**src/rtl/regfile_scoreboard.sv**
```systemverilog
// Register file with per-register pending (scoreboard) bits, asynchronous reads,
// optional hardwired zero register and optional same-cycle write forwarding.
module regfile_scoreboard #(
    parameter int WIDTH    = 32,
    parameter int DEPTH    = 32,
    parameter int ZERO_REG = 1,
    parameter int BYPASS   = 1,
    localparam int AW      = $clog2(DEPTH)
) (
    input  logic             Clk,
    input  logic             Reset,
    input  logic [AW-1:0]    ReadRegister1,
    input  logic [AW-1:0]    ReadRegister2,
    output logic [WIDTH-1:0] ReadData1,
    output logic [WIDTH-1:0] ReadData2,
    output logic             Ready1,
    output logic             Ready2,
    input  logic [AW-1:0]    WriteRegister,
    input  logic [WIDTH-1:0] WriteData,
    input  logic             RegWrite,
    input  logic [AW-1:0]    ReserveRegister,
    input  logic             Reserve,
    output logic [AW:0]      PendingCount
);

    logic [WIDTH-1:0] w_word [DEPTH];
    logic             w_pend [DEPTH];
    logic [AW-1:0]    w_raddr [2];
    logic [WIDTH-1:0] w_rdata [2];
    logic             w_rready [2];
    logic             w_wr_req;
    logic             w_wr_valid;
    logic             w_rsv_valid;
    logic             w_set_inc;
    logic             w_clr_dec;
    logic [AW:0]      r_count;

    // Requests that target the hardwired zero register are dropped entirely.
    assign w_wr_req    = RegWrite & ~Reset;
    assign w_wr_valid  = w_wr_req & ~((ZERO_REG != 0) && (WriteRegister == '0));
    assign w_rsv_valid = Reserve & ~Reset & ~((ZERO_REG != 0) && (ReserveRegister == '0));

    genvar gi;
    generate
        for (gi = 0; gi < DEPTH; gi++) begin : g_reg
            logic [WIDTH-1:0] r_word;
            logic             r_pend;

            always_ff @(posedge Clk) begin
                if (Reset) begin
                    r_word <= '0;
                    r_pend <= 1'b0;
                end else begin
                    if (w_wr_valid && (WriteRegister == AW'(gi)))
                        r_word <= WriteData;
                    // A new reservation outranks the completing write to the same register.
                    if (w_rsv_valid && (ReserveRegister == AW'(gi)))
                        r_pend <= 1'b1;
                    else if (w_wr_valid && (WriteRegister == AW'(gi)))
                        r_pend <= 1'b0;
                end
            end

            assign w_word[gi] = r_word;
            assign w_pend[gi] = r_pend;
        end
    endgenerate

    assign w_raddr[0] = ReadRegister1;
    assign w_raddr[1] = ReadRegister2;

    generate
        for (gi = 0; gi < 2; gi++) begin : g_rd
            logic w_is_zero;
            logic w_hit;

            assign w_is_zero    = (ZERO_REG != 0) && (w_raddr[gi] == '0);
            assign w_hit        = (BYPASS != 0) && w_wr_req && (WriteRegister == w_raddr[gi]) && !w_is_zero;
            assign w_rdata[gi]  = w_is_zero ? '0 : (w_hit ? WriteData : w_word[w_raddr[gi]]);
            assign w_rready[gi] = w_is_zero | w_hit | ~w_pend[w_raddr[gi]];
        end
    endgenerate

    assign ReadData1 = w_rdata[0];
    assign ReadData2 = w_rdata[1];
    assign Ready1    = w_rready[0];
    assign Ready2    = w_rready[1];

    // Count follows real pending-bit transitions only, so it can never over- or underflow.
    assign w_set_inc = w_rsv_valid & ~w_pend[ReserveRegister];
    assign w_clr_dec = w_wr_valid & w_pend[WriteRegister]
                     & ~(w_rsv_valid & (ReserveRegister == WriteRegister));

    always_ff @(posedge Clk) begin
        if (Reset)
            r_count <= '0;
        else if (w_set_inc && !w_clr_dec)
            r_count <= r_count + 1'b1;
        else if (!w_set_inc && w_clr_dec)
            r_count <= r_count - 1'b1;
    end

    assign PendingCount = r_count;

endmodule

```
**config.mk**
```make
export PLATFORM = sky130hd
export DESIGN_NAME = regfile_scoreboard
export DESIGN_NICKNAME = d
export VERILOG_FILES = /design/src/rtl/regfile_scoreboard.sv
export SDC_FILE = /design/constraint.sdc
export NUM_CORES = 2
export LEC_CHECK = 0
export BUFFER_PORTS_ARGS = -buffer_cell sky130_fd_sc_hd__buf_4
export CORE_UTILIZATION = 36
export DETAILED_ROUTE_END_ITERATION = 16
export MAX_ROUTING_LAYER = met4
export PLACE_DENSITY = 0.5
export SLEW_MARGIN = 25
export SYNTH_ARGS = -nofsm -noshare
export SYNTH_HDL_FRONTEND = slang
export SYNTH_SLANG_ARGS = --single-unit
export TNS_END_PERCENT = 5
```
**constraint.sdc**
```tcl
create_clock -name Clk -period 9.85 [get_ports Clk]
set_clock_uncertainty 0.1 [all_clocks]
set_input_delay 0.985 -clock Clk [delete_from_list [all_inputs] [get_ports Clk]]
set_output_delay 0.985 -clock Clk [all_outputs]
set_load 0.01 [all_outputs]
```
# Word-level counts from Yosys, hierarchy flattened
# Cells that the tools add are included.
# totals
regBits,1062
input_bits,56
output_inout_bits,72
word_cells,358
# op_classes
add_sub_neg,2
order_cmp,4
n_eq_ne,65
n_mux,88
n_bitwise,23
reduce_logical,111
# ops
cell,n
binary-select mux 32 bit (select 5 bit),2
two-way mux 32 bit,8
== test 5 bit (second input constant),32
== test 5 x 4 -> 1 bit (second input constant),16
two-way mux 1 bit,72
logical AND 1 bit,70
nonzero test 2 bit,33
== test 5 x 3 -> 1 bit (second input constant),8
>= comparator 6 bit (second input constant),4
NOT 5 -> 6 bit,4
binary-select mux 1 bit (select 5 bit),4
== test 5 x 2 -> 1 bit (second input constant),4
logical NOT 5 bit,4
== test 5 bit,3
two-way mux 6 bit,2
== test 5 x 1 -> 1 bit (second input constant),2
bitwise AND 1 bit,8
NOT 1 bit,7
adder 6 x 1 -> 6 bit (second input constant),1
subtractor 6 x 1 -> 6 bit (second input constant),1
logical NOT 1 bit,4
OR 1 bit,4

# Longest topological paths before layout
# logic_depth
word_depth,10
mapped_depth,15
mapped_depth_nobuf,13

# Least setup slack after synthesis
# Ideal clock, no wire load.
# synth_timing
path_type,input to register
start,input WriteRegister[0]
end,"register r_count[4], in the netlist PendingCount[4]"
setup_ns,0.070
t_arrival_ns,4.333
setup_slack_ns,5.347
path_stages,14
cell_sequence,buf_2 buf_4 mux4_2 mux4_2 mux2_2 nand3_1 ha_1 inv_1 ha_1 nor2b_1 o21a_1 o21ai_0 or3b_2 a21oi_1
# synth_via
elab_chain_cells,9
word_cells_on_any_way,17
cone_classes,eq/ne (1); mux (4); bitwise (7); reduce/logical (5)
# synth_rtl
element,line,rtl
"start, declared",18,"input logic [AW-1:0] WriteRegister,"
NOT 5 -> 6 bit (implied by the code),91,assign w_clr_dec = w_wr_valid & w_pend[WriteRegister]
binary-select mux 1 bit (select 5 bit),91,
two-way mux 1 bit (implied by the code) (2 in a row),91,
bitwise AND 1 bit,91,
bitwise AND 1 bit *,92,& ~(w_rsv_valid & (ReserveRegister == WriteRegister));
logical NOT 1 bit,97,else if (w_set_inc && !w_clr_dec)
logical AND 1 bit,97,
two-way mux 6 bit or nonzero test 2 bit (tied branches),n/a,
"end signal, assigned",98,r_count <= r_count + 1'b1;
"end signal, assigned",100,r_count <= r_count - 1'b1;
"end, declared",36,logic [AW:0] r_count;
# Every way passes the cells marked *; elsewhere a longest branch is shown, timed or not. The select of a mux whose other input is x is not followed.
# A chain may end at the register's enable or synchronous reset.

# Final worst setup path
# layout_timing
start,input ReadRegister2[2]
end,output ReadData2[6]
# layout_via
elab_chain_cells,6
word_cells_on_any_way,11
cone_classes,eq/ne (1); mux (5); bitwise (1); reduce/logical (4)
# layout_rtl
element,line,rtl
"start, declared",13,"input logic [AW-1:0] ReadRegister2,"
NOT 5 -> 6 bit (implied by the code),79,assign w_rdata[gi] = w_is_zero ? '0 : (w_hit ? WriteData : w_word[w_raddr[gi]]);
binary-select mux 32 bit (select 5 bit),79,
two-way mux 32 bit (implied by the code) (2 in a row),79,
two-way mux 32 bit,79,
two-way mux 32 bit *,79,
"end, declared",15,"output logic [WIDTH-1:0] ReadData2,"
# Marks and branches as above.

==> impl_metrics.toml <==
[placed_design]
post_dp_cell_area_sq_mm = 0.05634
gp_congestion = 0.8521
numPortBuffers = 127
place_hpwl_mm = 123.4
dp_cells = 7648
place_ws_ns = 4.255

[synthesis]
syn_area_sq_mm = 0.05420
yosys_warnings = 0
postSynthAreaPerCell_sq_um = 8.960
async_reset_ff_frac = 0
ys_seq_area_frac = 0.3923
ys.flop_type = "dfxtp_1"
synth-seq-cells = 1062
synth_cell_type_count = 49
synth.net_count = 6111
synth_edf_count = 0
syn_inst = 6049

[global_route]
gr-usage-met1 = 0.3850
use_met2 = 0.4726
grt_pass1_vias = 45235
grt_overflow = 0
grt_max_degree = 189
grt-busiest-layer = "met2"
antenna_found_initial = 2
grt_first_pass_wirelength_mm = 328.7
grt.total_usage = 0.3048
met3_usage = 0.05653

[critical_path]
worstSetupStartpointType = "input pin"
rrSetupSlack_ns = 6.07
rr_endpoint = "PendingCount[4]"
r2r-start = "g_reg[3].r_pend"
end_kind = "output port"
critPathKind = "in -> out"
reg2reg_depth = 12
worstPathMaxFanout = 49
cp.required_ns = 8.77
critPathArrivalTime_ns = 4.51

[die]
rows = 142
coreArea_sq_mm = 0.1496
dieArea_sq_mm = 0.1521
ios = 128
floorplan.initialDensity = 0.3623
die_w_microns = 390.0
die_height_microns = 390.0

[clocking]
clock-root-buffer = "clkbuf_16"
cts_buffer_depth = 3
cts_buffers = 121
cts_tree = "yes"
cts_resized = 0
cts.reportedPaths.clkPinSlew_ns = 0.06
clk_latency_ns = 0.74
cts.htree.levels = 3
post_cts.repair.setup_buffers = 0
ctsHoldBuffers = 0
clock-sinks = 1062

[cells_and_area]
final_cell_area_sq_mm = 0.06044
area_delta_synth_final_pct = 11.51
drive_above_1_share = 0.1859
final_cell_count_no_fill = 7876
finalNetCount = 5817

[sta]
fin_crit_ns = 5.598
drv_slew = 0
tightestPinTransition_ns = 1.116
setup-tns-final_ns = 0
finalWorstSetupSlack_ns = 4.252
whs_ns = 0.3619
max_freq_mhz = 178.6
grt_setup_unrepaired = "false"
post-route-period-util = 0.5683
max_slew_margin = 0.2557
hold_viol = 0
setup_viol = 0

[pwr]
power_leakage_nw = 19.19
pwr-share-comb = 0.077
power_density_mw_per_mm2 = 162.1
switchingPower_w = 0.002515
p_clk_frac = 0.481
sequentialPowerShare = 0.442
p_sw_frac = 0.2567
ir_drop_uv = 163.2
internal-power_w = 0.007282

[detailed_routing]
viasPerCell = 5.974
drtIter0Drc = 5701
postRouteAntennaNets = 0
num_vias = 47048
wl_mm = 229.0
avgRoutedWirePerCell_microns = 29.08
drtPass1Iterations = 6
drc = 0

[min_path]
hold_path_class = "reg -> reg"
hold_path_end = "g_reg[3].r_word[16]"
hold_start = "g_reg[3].r_word[16]"
min_path_cells = 2

[run]
drv_cap = 0

[outcome]
status = "finished clean"
[metal layers]
| layer | wire (microns) | vias up |
|---|---|---|
| met4 | 11700 | 0 |
| met1 | 91990 | 23572 |
| met3 | 19260 | 560 |
| met2 | 106100 | 2207 |
| li1 | - | 20709 |
| met5 | 0 | - |
[final cells by class]
class / count / area [sq um]
fill: 14859 / 89160
multi-input combinational: 4327 / 30640
sequential: 1062 / 21260
clock buffer: 172 / 3541
tap: 2016 / 2522
timing repair buffer: 235 / 1887
clock inverter: 53 / 553.0
inverter: 8 / 30.03
antenna: 3 / 7.507
[power groups by stage]
| stage | Combinational, W | Sequential [W] | Clock [W] |
|---|---|---|---|
| final | 0.000756 | 0.00433 | 0.00471 |
| after global routing | 0.000785 | 0.00433 | 0.00494 |
| after CTS | 0.000748 | 0.00433 | 0.00477 |
| after detailed placement | 0.000747 | 0.00443 | 0 |
| after global placement | 0.000746 | 0.00442 | 0 |
| after floorplan | 0.000479 | 0.00442 | 0 |
[cells in the mapped netlist (3+ instances only)]
cell type / instances / area (sq um)
a22oi_1: 138 / 1036
o22a_1: 5 / 43.79
o21ai_0: 35 / 175.2
a211oi_1: 65 / 488.0
nand4_1: 3 / 18.77
a21oi_1: 1018 / 5095
dfxtp_1: 1062 / 21260
buf_1: 20 / 75.07
buf_2: 85 / 425.4
nor2b_1: 78 / 488.0
mux2i_1: 51 / 510.5
ha_1: 5 / 62.56
nand3_1: 15 / 75.07
nand2_1: 2074 / 7785
nor3_1: 18 / 90.09
nor4_1: 7 / 43.79
clkbuf_1: 534 / 2004
a221o_1: 32 / 320.3
nand2b_1: 7 / 43.79
buf_6: 8 / 90.09
a22o_1: 6 / 52.55
and3_1: 5 / 31.28
o22ai_1: 42 / 262.8
o21ai_1: 3 / 15.01
or2_2: 4 / 25.02
inv_1: 7 / 26.28
mux2_2: 3 / 33.78
buf_4: 5 / 37.54
a221oi_1: 10 / 87.58
nor2_1: 93 / 349.1
xor2_1: 4 / 35.03
mux4_2: 567 / 12770
xnor2_1: 14 / 122.6
nor3b_1: 7 / 52.55
[how the worst max path moves through the flow]
| stage | start | to | slack (ns) | cells past startpoint |
|---|---|---|---|---|
| 2_1_floorplan | WriteRegister[0] | PendingCount[4] | 5.35 | 14 |
| 3_3_place_gp | ReadRegister1[0] | ReadData1[19] | 4.24 | 9 |
| 3_5_place_dp | ReadRegister1[0] | ReadData1[19] | 4.25 | 9 |
| 4_1_cts | ReadRegister1[0] | ReadData1[19] | 4.25 | 9 |
| 5_1_grt | ReadRegister1[0] | ReadData1[19] | 4.07 | 9 |
| 6_report | ReadRegister2[2] | ReadData2[6] | 4.25 | 9 |
[sequential cells by signal (all words and copies together), names as in the netlist]
name	flops
g.r_pend	32
g.r_word	1024
PendingCount	6
[worst max-delay path, stage by stage]
cell and delay [ns]:
clkbuf_8 0.50, buf_4 0.80, xnor2_1 0.13, nand4_1 0.24, o21ai_0 0.13, inv_2 0.49, buf_4 0.49, a221o_1 0.43
buf_4 0.19
[stage by stage]
stage                     power (W)    util
after CTS                  0.009846  0.4040
after global placement     0.005171  0.3766
after floorplan            0.004900       -
final                      0.009797  0.4040
after global routing        0.01006  0.4040
after detailed placement   0.005172  0.3766
[logic make-up (layout without fill, tap and decap cells)]
family / Yosys count / count (layout) / synth area share
xor gates and xnor gates: 18 / 18 / 0.002909
adders and majority gates: 6 / 6 / 0.001524
muxes: 621 / 621 / 0.2456
and+or+nand+nor: 2322 / 2322 / 0.1679
AOI/OAI and AO/OA: 1360 / 1360 / 0.1407
DFF: 1062 / 1062 / 0.3923
buffers and inverters: 660 / 468 / 0.04912
other: 0 / 3 / 0
[placed cells by master, fill, tap and decap left out, types with 51 or more instances in the layout]
cell type	synthesis	layout
clkbuf_16	0	122
nor2_1	93	71
mux4_2	567	567
a21oi_1	1018	1018
buf_4	5	222
nand2_1	2074	2051
a211oi_1	65	65
mux2i_1	51	51
dfxtp_1	1062	1062
nor2b_1	78	76
a22oi_1	138	138
Power figures use the tool's default switching activity.
